**config.mk**
```make
export PLATFORM = sky130hd
export DESIGN_NAME = hazard_ctrl_flat
export DESIGN_NICKNAME = d
export VERILOG_FILES = /design/src/rtl/hazard_pkg.sv /design/src/rtl/hazard_ctrl_if.sv /design/src/rtl/fwd_sel_unit.sv /design/src/rtl/hazard_ctrl.sv /design/src/flat_wrapper.sv
export SDC_FILE = /design/constraint.sdc
export NUM_CORES = 1
export LEC_CHECK = 0
export CORE_ASPECT_RATIO = 1.1
export CORE_UTILIZATION = 40
export CTS_CLUSTER_DIAMETER = 100
export CTS_CLUSTER_SIZE = 16
export DETAILED_ROUTE_END_ITERATION = 12
export GPL_ROUTABILITY_DRIVEN = 0
export PLACE_DENSITY = 0.84
export SLEW_MARGIN = 20
export SYNTH_ARGS = -nofsm -noshare
export SYNTH_HDL_FRONTEND = slang
export SYNTH_SLANG_ARGS = --single-unit
export TNS_END_PERCENT = 1
```
**constraint.sdc**
```tcl
create_clock -name clk -period 4 [get_ports clk]
set_input_delay 1 -clock clk [delete_from_list [all_inputs] [get_ports clk]]
set_output_delay 1 -clock clk [all_outputs]
set_load 0.1 [all_outputs]
```
**src/rtl/hazard_pkg.sv**
```systemverilog
// hazard_pkg: shared types and constants for the pipeline hazard controller.
//   fwd_sel_t  : EX operand-mux select encoding
//   hz_state_t : controller FSM states
//   REG_ZERO   : architectural zero register (never a forwarding/hazard source)
package hazard_pkg;

   typedef enum logic [1:0] {
      FWD_RF    = 2'b00,
      FWD_MEMWB = 2'b01,
      FWD_EXMEM = 2'b10
   } fwd_sel_t;

   typedef enum logic {
      RUN   = 1'b0,
      MWAIT = 1'b1
   } hz_state_t;

   localparam logic [4:0] REG_ZERO = 5'd0;

endpackage

```
**src/rtl/hazard_ctrl_if.sv**
```systemverilog
// hazard_ctrl_if: bundles every hazard-controller signal except clk/rst.
//   slave  modport : seen by hazard_ctrl (pipeline status in, controls out)
//   master modport : seen by the pipeline / bench (drives status, reads controls)
// Optional macro HAZARD_PERF_CNT_EN adds stall_cycles / flush_count.
interface hazard_ctrl_if;

   logic [4:0]  id_rs;
   logic [4:0]  id_rt;
   logic [4:0]  ex_rs;
   logic [4:0]  ex_rt;
   logic [4:0]  ex_rd;
   logic        ex_mem_read;
   logic [4:0]  mem_rd;
   logic        mem_reg_write;
   logic [4:0]  wb_rd;
   logic        wb_reg_write;
   logic        mem_access;
   logic        dmem_ready;
   logic        branch_taken;
   logic [1:0]  forward_a;
   logic [1:0]  forward_b;
   logic        pc_write;
   logic        ifid_write;
   logic        ifid_flush;
   logic        idex_bubble;
   logic        pipe_freeze;
   logic        mem_timeout;
`ifdef HAZARD_PERF_CNT_EN
   logic [31:0] stall_cycles;
   logic [31:0] flush_count;
`endif

   modport slave (
      input  id_rs, id_rt, ex_rs, ex_rt, ex_rd, ex_mem_read,
             mem_rd, mem_reg_write, wb_rd, wb_reg_write,
             mem_access, dmem_ready, branch_taken,
      output forward_a, forward_b, pc_write, ifid_write, ifid_flush,
             idex_bubble, pipe_freeze, mem_timeout
`ifdef HAZARD_PERF_CNT_EN
      , output stall_cycles, flush_count
`endif
   );

   modport master (
      output id_rs, id_rt, ex_rs, ex_rt, ex_rd, ex_mem_read,
             mem_rd, mem_reg_write, wb_rd, wb_reg_write,
             mem_access, dmem_ready, branch_taken,
      input  forward_a, forward_b, pc_write, ifid_write, ifid_flush,
             idex_bubble, pipe_freeze, mem_timeout
`ifdef HAZARD_PERF_CNT_EN
      , input stall_cycles, flush_count
`endif
   );

endinterface

```
**src/rtl/fwd_sel_unit.sv**
```systemverilog
// fwd_sel_unit: forwarding select for one EX source register.
//   src                    : source register of the EX instruction
//   mem_rd / mem_reg_write : EX/MEM destination and write flag
//   wb_rd  / wb_reg_write  : MEM/WB destination and write flag
//   sel                    : FWD_EXMEM, FWD_MEMWB or FWD_RF (11 never produced)
module fwd_sel_unit
   import hazard_pkg::*;
(
   input  logic [4:0] src,
   input  logic [4:0] mem_rd,
   input  logic       mem_reg_write,
   input  logic [4:0] wb_rd,
   input  logic       wb_reg_write,
   output fwd_sel_t   sel
);

   // EX/MEM holds the younger result, so it wins over MEM/WB.
   always_comb begin
      sel = FWD_RF;
      if (mem_reg_write && (mem_rd != REG_ZERO) && (mem_rd == src)) begin
         sel = FWD_EXMEM;
      end else if (wb_reg_write && (wb_rd != REG_ZERO) && (wb_rd == src)) begin
         sel = FWD_MEMWB;
      end else begin
         sel = FWD_RF;
      end
   end

endmodule

```
**src/rtl/hazard_ctrl.sv**
```systemverilog
// hazard_ctrl: five-stage pipeline hazard controller.
//   clk, rst : clock, synchronous active-high reset
//   hz       : hazard_ctrl_if.slave (register ids, load/branch/memory status in;
//              forward selects, PC/IF/ID/ID/EX/freeze controls, mem_timeout out)
// Parameter MEM_TIMEOUT (>=1): freeze cycles after which mem_timeout latches.
// Optional macro HAZARD_PERF_CNT_EN adds stall_cycles and flush_count counters.
// Controls are combinational (same-cycle); state, wait_cnt and mem_timeout are
// registered. While rst is high every output reads as the "normal" pattern.
module hazard_ctrl
   import hazard_pkg::*;
#(
   parameter int MEM_TIMEOUT = 255
) (
   input logic          clk,
   input logic          rst,
   hazard_ctrl_if.slave hz
);

   localparam int CNT_W = $clog2(MEM_TIMEOUT + 1);
   localparam logic [CNT_W-1:0] CNT_MAX = CNT_W'(MEM_TIMEOUT);
   localparam logic [CNT_W-1:0] CNT_ONE = CNT_W'(1);

   hz_state_t        state;
   logic [CNT_W-1:0] wait_cnt;
   logic             timeout_flag;

   fwd_sel_t fwd_a_raw;
   fwd_sel_t fwd_b_raw;
   logic     freeze;
   logic     load_use;
   logic     pc_write;
   logic     ifid_write;
   logic     ifid_flush;
   logic     idex_bubble;

   fwd_sel_unit u_fwd_a (
      .src           (hz.ex_rs),
      .mem_rd        (hz.mem_rd),
      .mem_reg_write (hz.mem_reg_write),
      .wb_rd         (hz.wb_rd),
      .wb_reg_write  (hz.wb_reg_write),
      .sel           (fwd_a_raw)
   );

   fwd_sel_unit u_fwd_b (
      .src           (hz.ex_rt),
      .mem_rd        (hz.mem_rd),
      .mem_reg_write (hz.mem_reg_write),
      .wb_rd         (hz.wb_rd),
      .wb_reg_write  (hz.wb_reg_write),
      .sel           (fwd_b_raw)
   );

   // Freeze starts in the cycle the unready access shows up, before the FSM moves.
   always_comb begin
      freeze = 1'b0;
      if (rst) begin
         freeze = 1'b0;
      end else if (state == MWAIT) begin
         freeze = !hz.dmem_ready;
      end else begin
         freeze = hz.mem_access && !hz.dmem_ready;
      end
   end

   // Load-use: load in EX writes a register the ID instruction reads.
   always_comb begin
      load_use = hz.ex_mem_read && (hz.ex_rd != REG_ZERO) &&
                 ((hz.ex_rd == hz.id_rs) || (hz.ex_rd == hz.id_rt));
   end

   // Pipeline control priority: freeze > flush > load-use > normal.
   always_comb begin
      pc_write    = 1'b1;
      ifid_write  = 1'b1;
      ifid_flush  = 1'b0;
      idex_bubble = 1'b0;
      if (rst) begin
         pc_write = 1'b1;
      end else if (freeze) begin
         pc_write   = 1'b0;
         ifid_write = 1'b0;
      end else if (hz.branch_taken) begin
         ifid_flush  = 1'b1;
         idex_bubble = 1'b1;
      end else if (load_use) begin
         pc_write    = 1'b0;
         ifid_write  = 1'b0;
         idex_bubble = 1'b1;
      end else begin
         pc_write = 1'b1;
      end
   end

   // FSM and wait counter; wait_cnt equals the number of freeze cycles already
   // elapsed in the current wait, so it reads k in the k-th MWAIT cycle.
   always_ff @(posedge clk) begin
      if (rst) begin
         state        <= RUN;
         wait_cnt     <= '0;
         timeout_flag <= 1'b0;
      end else begin
         case (state)
            RUN: begin
               if (hz.mem_access && !hz.dmem_ready) begin
                  state    <= MWAIT;
                  wait_cnt <= CNT_ONE;
               end else begin
                  wait_cnt <= '0;
               end
            end
            MWAIT: begin
               if (hz.dmem_ready) begin
                  state    <= RUN;
                  wait_cnt <= '0;
               end else begin
                  if (wait_cnt < CNT_MAX) begin
                     wait_cnt <= wait_cnt + CNT_ONE;
                  end
                  if (wait_cnt == CNT_MAX) begin
                     timeout_flag <= 1'b1;
                  end
               end
            end
            default: begin
               state    <= RUN;
               wait_cnt <= '0;
            end
         endcase
      end
   end

`ifdef HAZARD_PERF_CNT_EN
   logic [31:0] stall_cycles;
   logic [31:0] flush_count;

   // Free-running performance counters, wrapping naturally at 2^32.
   always_ff @(posedge clk) begin
      if (rst) begin
         stall_cycles <= 32'd0;
         flush_count  <= 32'd0;
      end else begin
         if (!pc_write) begin
            stall_cycles <= stall_cycles + 32'd1;
         end
         if (ifid_flush) begin
            flush_count <= flush_count + 32'd1;
         end
      end
   end

   assign hz.stall_cycles = stall_cycles;
   assign hz.flush_count  = flush_count;
`endif

   assign hz.forward_a   = rst ? FWD_RF : fwd_a_raw;
   assign hz.forward_b   = rst ? FWD_RF : fwd_b_raw;
   assign hz.pc_write    = pc_write;
   assign hz.ifid_write  = ifid_write;
   assign hz.ifid_flush  = ifid_flush;
   assign hz.idex_bubble = idex_bubble;
   assign hz.pipe_freeze = freeze;
   assign hz.mem_timeout = timeout_flag && !rst;

endmodule

```
**src/flat_wrapper.sv**
```systemverilog
// flat-port wrapper written by rule: the top's interface ports become plain ports
module hazard_ctrl_flat import hazard_pkg::*;
#(
   parameter int MEM_TIMEOUT = 255
)
  (clk, rst, hz_id_rs, hz_id_rt, hz_ex_rs, hz_ex_rt, hz_ex_rd, hz_ex_mem_read, hz_mem_rd, hz_mem_reg_write, hz_wb_rd, hz_wb_reg_write, hz_mem_access, hz_dmem_ready, hz_branch_taken, hz_forward_a, hz_forward_b, hz_pc_write, hz_ifid_write, hz_ifid_flush, hz_idex_bubble, hz_pipe_freeze, hz_mem_timeout);
  hazard_ctrl_if hz_i ();
  input logic clk;
  input logic rst;
  input wire logic [$bits(hz_i.id_rs)-1:0] hz_id_rs;
  input wire logic [$bits(hz_i.id_rt)-1:0] hz_id_rt;
  input wire logic [$bits(hz_i.ex_rs)-1:0] hz_ex_rs;
  input wire logic [$bits(hz_i.ex_rt)-1:0] hz_ex_rt;
  input wire logic [$bits(hz_i.ex_rd)-1:0] hz_ex_rd;
  input wire logic [$bits(hz_i.ex_mem_read)-1:0] hz_ex_mem_read;
  input wire logic [$bits(hz_i.mem_rd)-1:0] hz_mem_rd;
  input wire logic [$bits(hz_i.mem_reg_write)-1:0] hz_mem_reg_write;
  input wire logic [$bits(hz_i.wb_rd)-1:0] hz_wb_rd;
  input wire logic [$bits(hz_i.wb_reg_write)-1:0] hz_wb_reg_write;
  input wire logic [$bits(hz_i.mem_access)-1:0] hz_mem_access;
  input wire logic [$bits(hz_i.dmem_ready)-1:0] hz_dmem_ready;
  input wire logic [$bits(hz_i.branch_taken)-1:0] hz_branch_taken;
  output wire logic [$bits(hz_i.forward_a)-1:0] hz_forward_a;
  output wire logic [$bits(hz_i.forward_b)-1:0] hz_forward_b;
  output wire logic [$bits(hz_i.pc_write)-1:0] hz_pc_write;
  output wire logic [$bits(hz_i.ifid_write)-1:0] hz_ifid_write;
  output wire logic [$bits(hz_i.ifid_flush)-1:0] hz_ifid_flush;
  output wire logic [$bits(hz_i.idex_bubble)-1:0] hz_idex_bubble;
  output wire logic [$bits(hz_i.pipe_freeze)-1:0] hz_pipe_freeze;
  output wire logic [$bits(hz_i.mem_timeout)-1:0] hz_mem_timeout;
  assign hz_i.id_rs = hz_id_rs;
  assign hz_i.id_rt = hz_id_rt;
  assign hz_i.ex_rs = hz_ex_rs;
  assign hz_i.ex_rt = hz_ex_rt;
  assign hz_i.ex_rd = hz_ex_rd;
  assign hz_i.ex_mem_read = hz_ex_mem_read;
  assign hz_i.mem_rd = hz_mem_rd;
  assign hz_i.mem_reg_write = hz_mem_reg_write;
  assign hz_i.wb_rd = hz_wb_rd;
  assign hz_i.wb_reg_write = hz_wb_reg_write;
  assign hz_i.mem_access = hz_mem_access;
  assign hz_i.dmem_ready = hz_dmem_ready;
  assign hz_i.branch_taken = hz_branch_taken;
  assign hz_forward_a = hz_i.forward_a;
  assign hz_forward_b = hz_i.forward_b;
  assign hz_pc_write = hz_i.pc_write;
  assign hz_ifid_write = hz_i.ifid_write;
  assign hz_ifid_flush = hz_i.ifid_flush;
  assign hz_idex_bubble = hz_i.idex_bubble;
  assign hz_pipe_freeze = hz_i.pipe_freeze;
  assign hz_mem_timeout = hz_i.mem_timeout;
  hazard_ctrl #(.MEM_TIMEOUT(MEM_TIMEOUT)) u_core (.clk(clk), .rst(rst), .hz(hz_i));
endmodule
```
==> impl_metrics.py <==
metrics = {
    "grt": {
        "grt_pass1_wl_um": 4350,
        "antenna_found_initial": 0,
        "grt_overflow": 0,
        "grt_pass1_vias": 1074,
        "grt_max_degree": 10,
        "grt_use_total_pct": 24.8,
    },
    "clock_tree": {
        "clkSinkCount": 10,
        "root_buffer": "clkbuf_4",
        "post_cts_resized": 0,
        "holdBufCountCts": 0,
        "numCtsBuffers": 3,
        "path_clk_slew_ns": 0.07,
        "post-cts-setup-buffer-count": 0,
        "cts_tree": "built",
        "cts_buffer_depth": 2,
        "htreeDepth": 1,
        "worst_skew_pair.late_latency_ns": 0.27,
    },
    "timing": {
        "drv_slew": 0,
        "rsz0062_at_grt": "false",
        "max_freq_mhz": 255,
        "holdWs_ns": 0.474,
        "hold_viol_final": 0,
        "period_share_pct": 98.0,
        "setup_violations": 0,
        "fin_crit_ns": 3.92,
        "final.setup_skew_ns": 0.00500,
        "setup_ws_ns": 0.0786,
        "slew_headroom_pct": 67.1,
        "tightest_slew_ns": 0.489,
    },
    "drt": {
        "drc": 0,
        "finalWirelength_um": 2730,
        "drt-vias-per-instance": 5.39,
        "first_pass_iters": 4,
        "drt_iter0_markers": 12,
        "postRouteAntennaNets": 0,
        "vias": 1068,
        "wl_per_cell_um": 13.8,
    },
    "synth": {
        "synthCells": 113,
        "ys_ff_latch": 10,
        "synthesis.area_um2": 906,
        "ys_async_sr_fraction_pct": 0,
        "yosys.area.top_type": "dfxtp_1",
        "avgSynthCellArea_um2": 8.02,
        "synth.top_cell.area_share_pct": 22.1,
        "yosysUniqueCellTypes": 30,
        "synthTopCellsByCount": "21 x xnor2_1, 12 x xor2_1, 10 x dfxtp_1",
        "synthTopCellsByArea": "dfxtp_1 22%, xnor2_1 20%, xor2_1 12%, nor3_1 5.0%, or4_1 4.1%",
        "synth_edf_count": 0,
        "yosysSeqAreaShare_pct": 22.1,
        "syn-num-nets": 157,
        "synth-warning-count": 0,
        "synth.most_common_cell": "xnor2_1",
        "ys.flop_type": "dfxtp_1",
    },
    "min_path": {
        "holdCritPathClass": "reg -> reg",
    },
    "setup_path": {
        "slowest_delay_ns": 0.54,
        "path_buf_inv": 2,
        "worstPathMaxFanout": 4,
        "required_ns": 3.00,
        "path_cells": "clkdlybuf4s50_1, or4_1, o21ai_2, nor3_1, nor4_2, buf_12",
        "slowest_stage": "or4_1",
        "critPathLaunchType": "primary input",
        "arrival_ns": 2.92,
        "setup.worst_path.class": "in -> out",
        "worstSetupEndpointType": "output pin",
        "worst_path_dominant_cell_family": "simple AND/OR/NAND/NOR gates",
    },
    "pwr": {
        "pwr-share-clk_pct": 27.9,
        "total_leakage_power_nw": 0.555,
        "intPower_mw": 0.231,
        "ir_drop_v": 0.000123,
        "swShare_pct": 31.6,
        "combPwrFrac_pct": 42.0,
        "power_density_mw_per_mm2": 208,
        "p_sw_mw": 0.107,
        "seqPwrFrac_pct": 30.1,
    },
    "final_layout": {
        "drive_gt1_share_pct": 14.1,
        "num-nets-final": 215,
        "syn_to_final_growth_pct": 79.1,
        "post-route-util_pct": 78.7,
        "antennaDiodeCount": 0,
    },
    "floorplan": {
        "initial_core_util_pct": 43.9,
        "num_rows": 17,
        "die_y_um": 51.9,
        "io_pins": 53,
        "die_area_mm2": 0.00246,
        "die_w_um": 47.4,
        "core_mm2": 0.00206,
    },
    "placement": {
        "dp_hpwl_um": 2400,
        "place.port_buffers": 52,
        "pre_cts_ws_ns": 0.0840,
    },
    "outcome": {
        "outcome": "completed",
    },
    "run": {
        "maxCapViolCount": 0,
    },
}
tightest hold or removal path, cell delays in order, from the launching register on:
cell and delay, ns:
dfxtp_1 0.33, nand2_1 0.06, a21oi_1 0.05
through the flow:
step	instances	TNS, ns	power (mW)	instance area [um2]
after floorplan	113	-4.67	0.168	911
after global placement	194	0	0.240	1580
after detailed placement	194	0	0.244	1580
after CTS	198	0	0.335	1610
after global routing	198	0	0.350	1620
final	198	0	0.337	1620
final timing paths:
path | startpoint | to | slack, ns | depth (start not counted)
max reg2reg | u_core.wait_cnt[0]$_SDFFE_PP0P_ | u_core.wait_cnt[0]$_SDFFE_PP0P_ | 2.50 | 5
max | hz_mem_rd[2] | hz_forward_a[0] | 0.08 | 6
min | u_core.wait_cnt[1]$_SDFFE_PP0P_ | u_core.wait_cnt[1]$_SDFFE_PP0P_ | 0.47 | 2
min reg2reg | u_core.wait_cnt[1]$_SDFFE_PP0P_ | u_core.wait_cnt[1]$_SDFFE_PP0P_ | 0.47 | 2
cell families (layout without fill, tap and decap cells):
family	Yosys count	after routing	synth area share, %
compound gates	18	18	13.1
buf+inv	2	59	1.24
simple gates	49	49	30.3
xor+xnor	33	33	31.9
fa+ha+maj	1	1	1.38
flops	10	10	22.1
state kept, by name, summed over array words and instances (netlist names):
name and flops:
u_core.timeout_flag 1, u_core.wait_cnt 8, u_core.state 1
routing by layer:
| layer | global-route usage, % | vias to the layer above | wire length, um |
|---|---|---|---|
| li1 | - | 526 | - |
| met1 | 25.7 | 483 | 1050 |
| met2 | 42.5 | 48 | 1390 |
| met3 | 6.25 | 11 | 208 |
| met4 | 15.2 | 0 | 87 |
| met5 | 0 | - | 0 |
placed cells by master, fill, tap and decap left out, drive strengths merged, types with 2 or more instances in the layout:
cell           instances
a31oi                  2
nor4                   4
a31o                   2
and2                   2
nor3                   9
o21ai                  5
dfxtp                 10
nand3                  6
nand2                  7
buf                   13
nor2b                  3
clkbuf                 4
and4                   2
xnor2                 21
a21oi                  4
nor2                   8
or4                    5
xor2                  12
clkdlybuf4s50         42
cell type report:
cell class	count	area [um2]
Sequential cell	10	200
Timing Repair Buffer	55	643
Tap cell	28	35.0
Clock buffer	4	36.3
Fill cell	137	440
Multi-Input combinational cell	101	708
power groups by stage:
stage	registers (mW)	clock network (mW)	logic [mW]
after global routing	0.102	0.0988	0.149
after CTS	0.102	0.0930	0.141
final	0.102	0.0942	0.142
after global placement	0.104	0	0.136
after floorplan	0.104	0	0.0645
after detailed placement	0.104	0	0.140
Power figures use the tool's default switching activity.
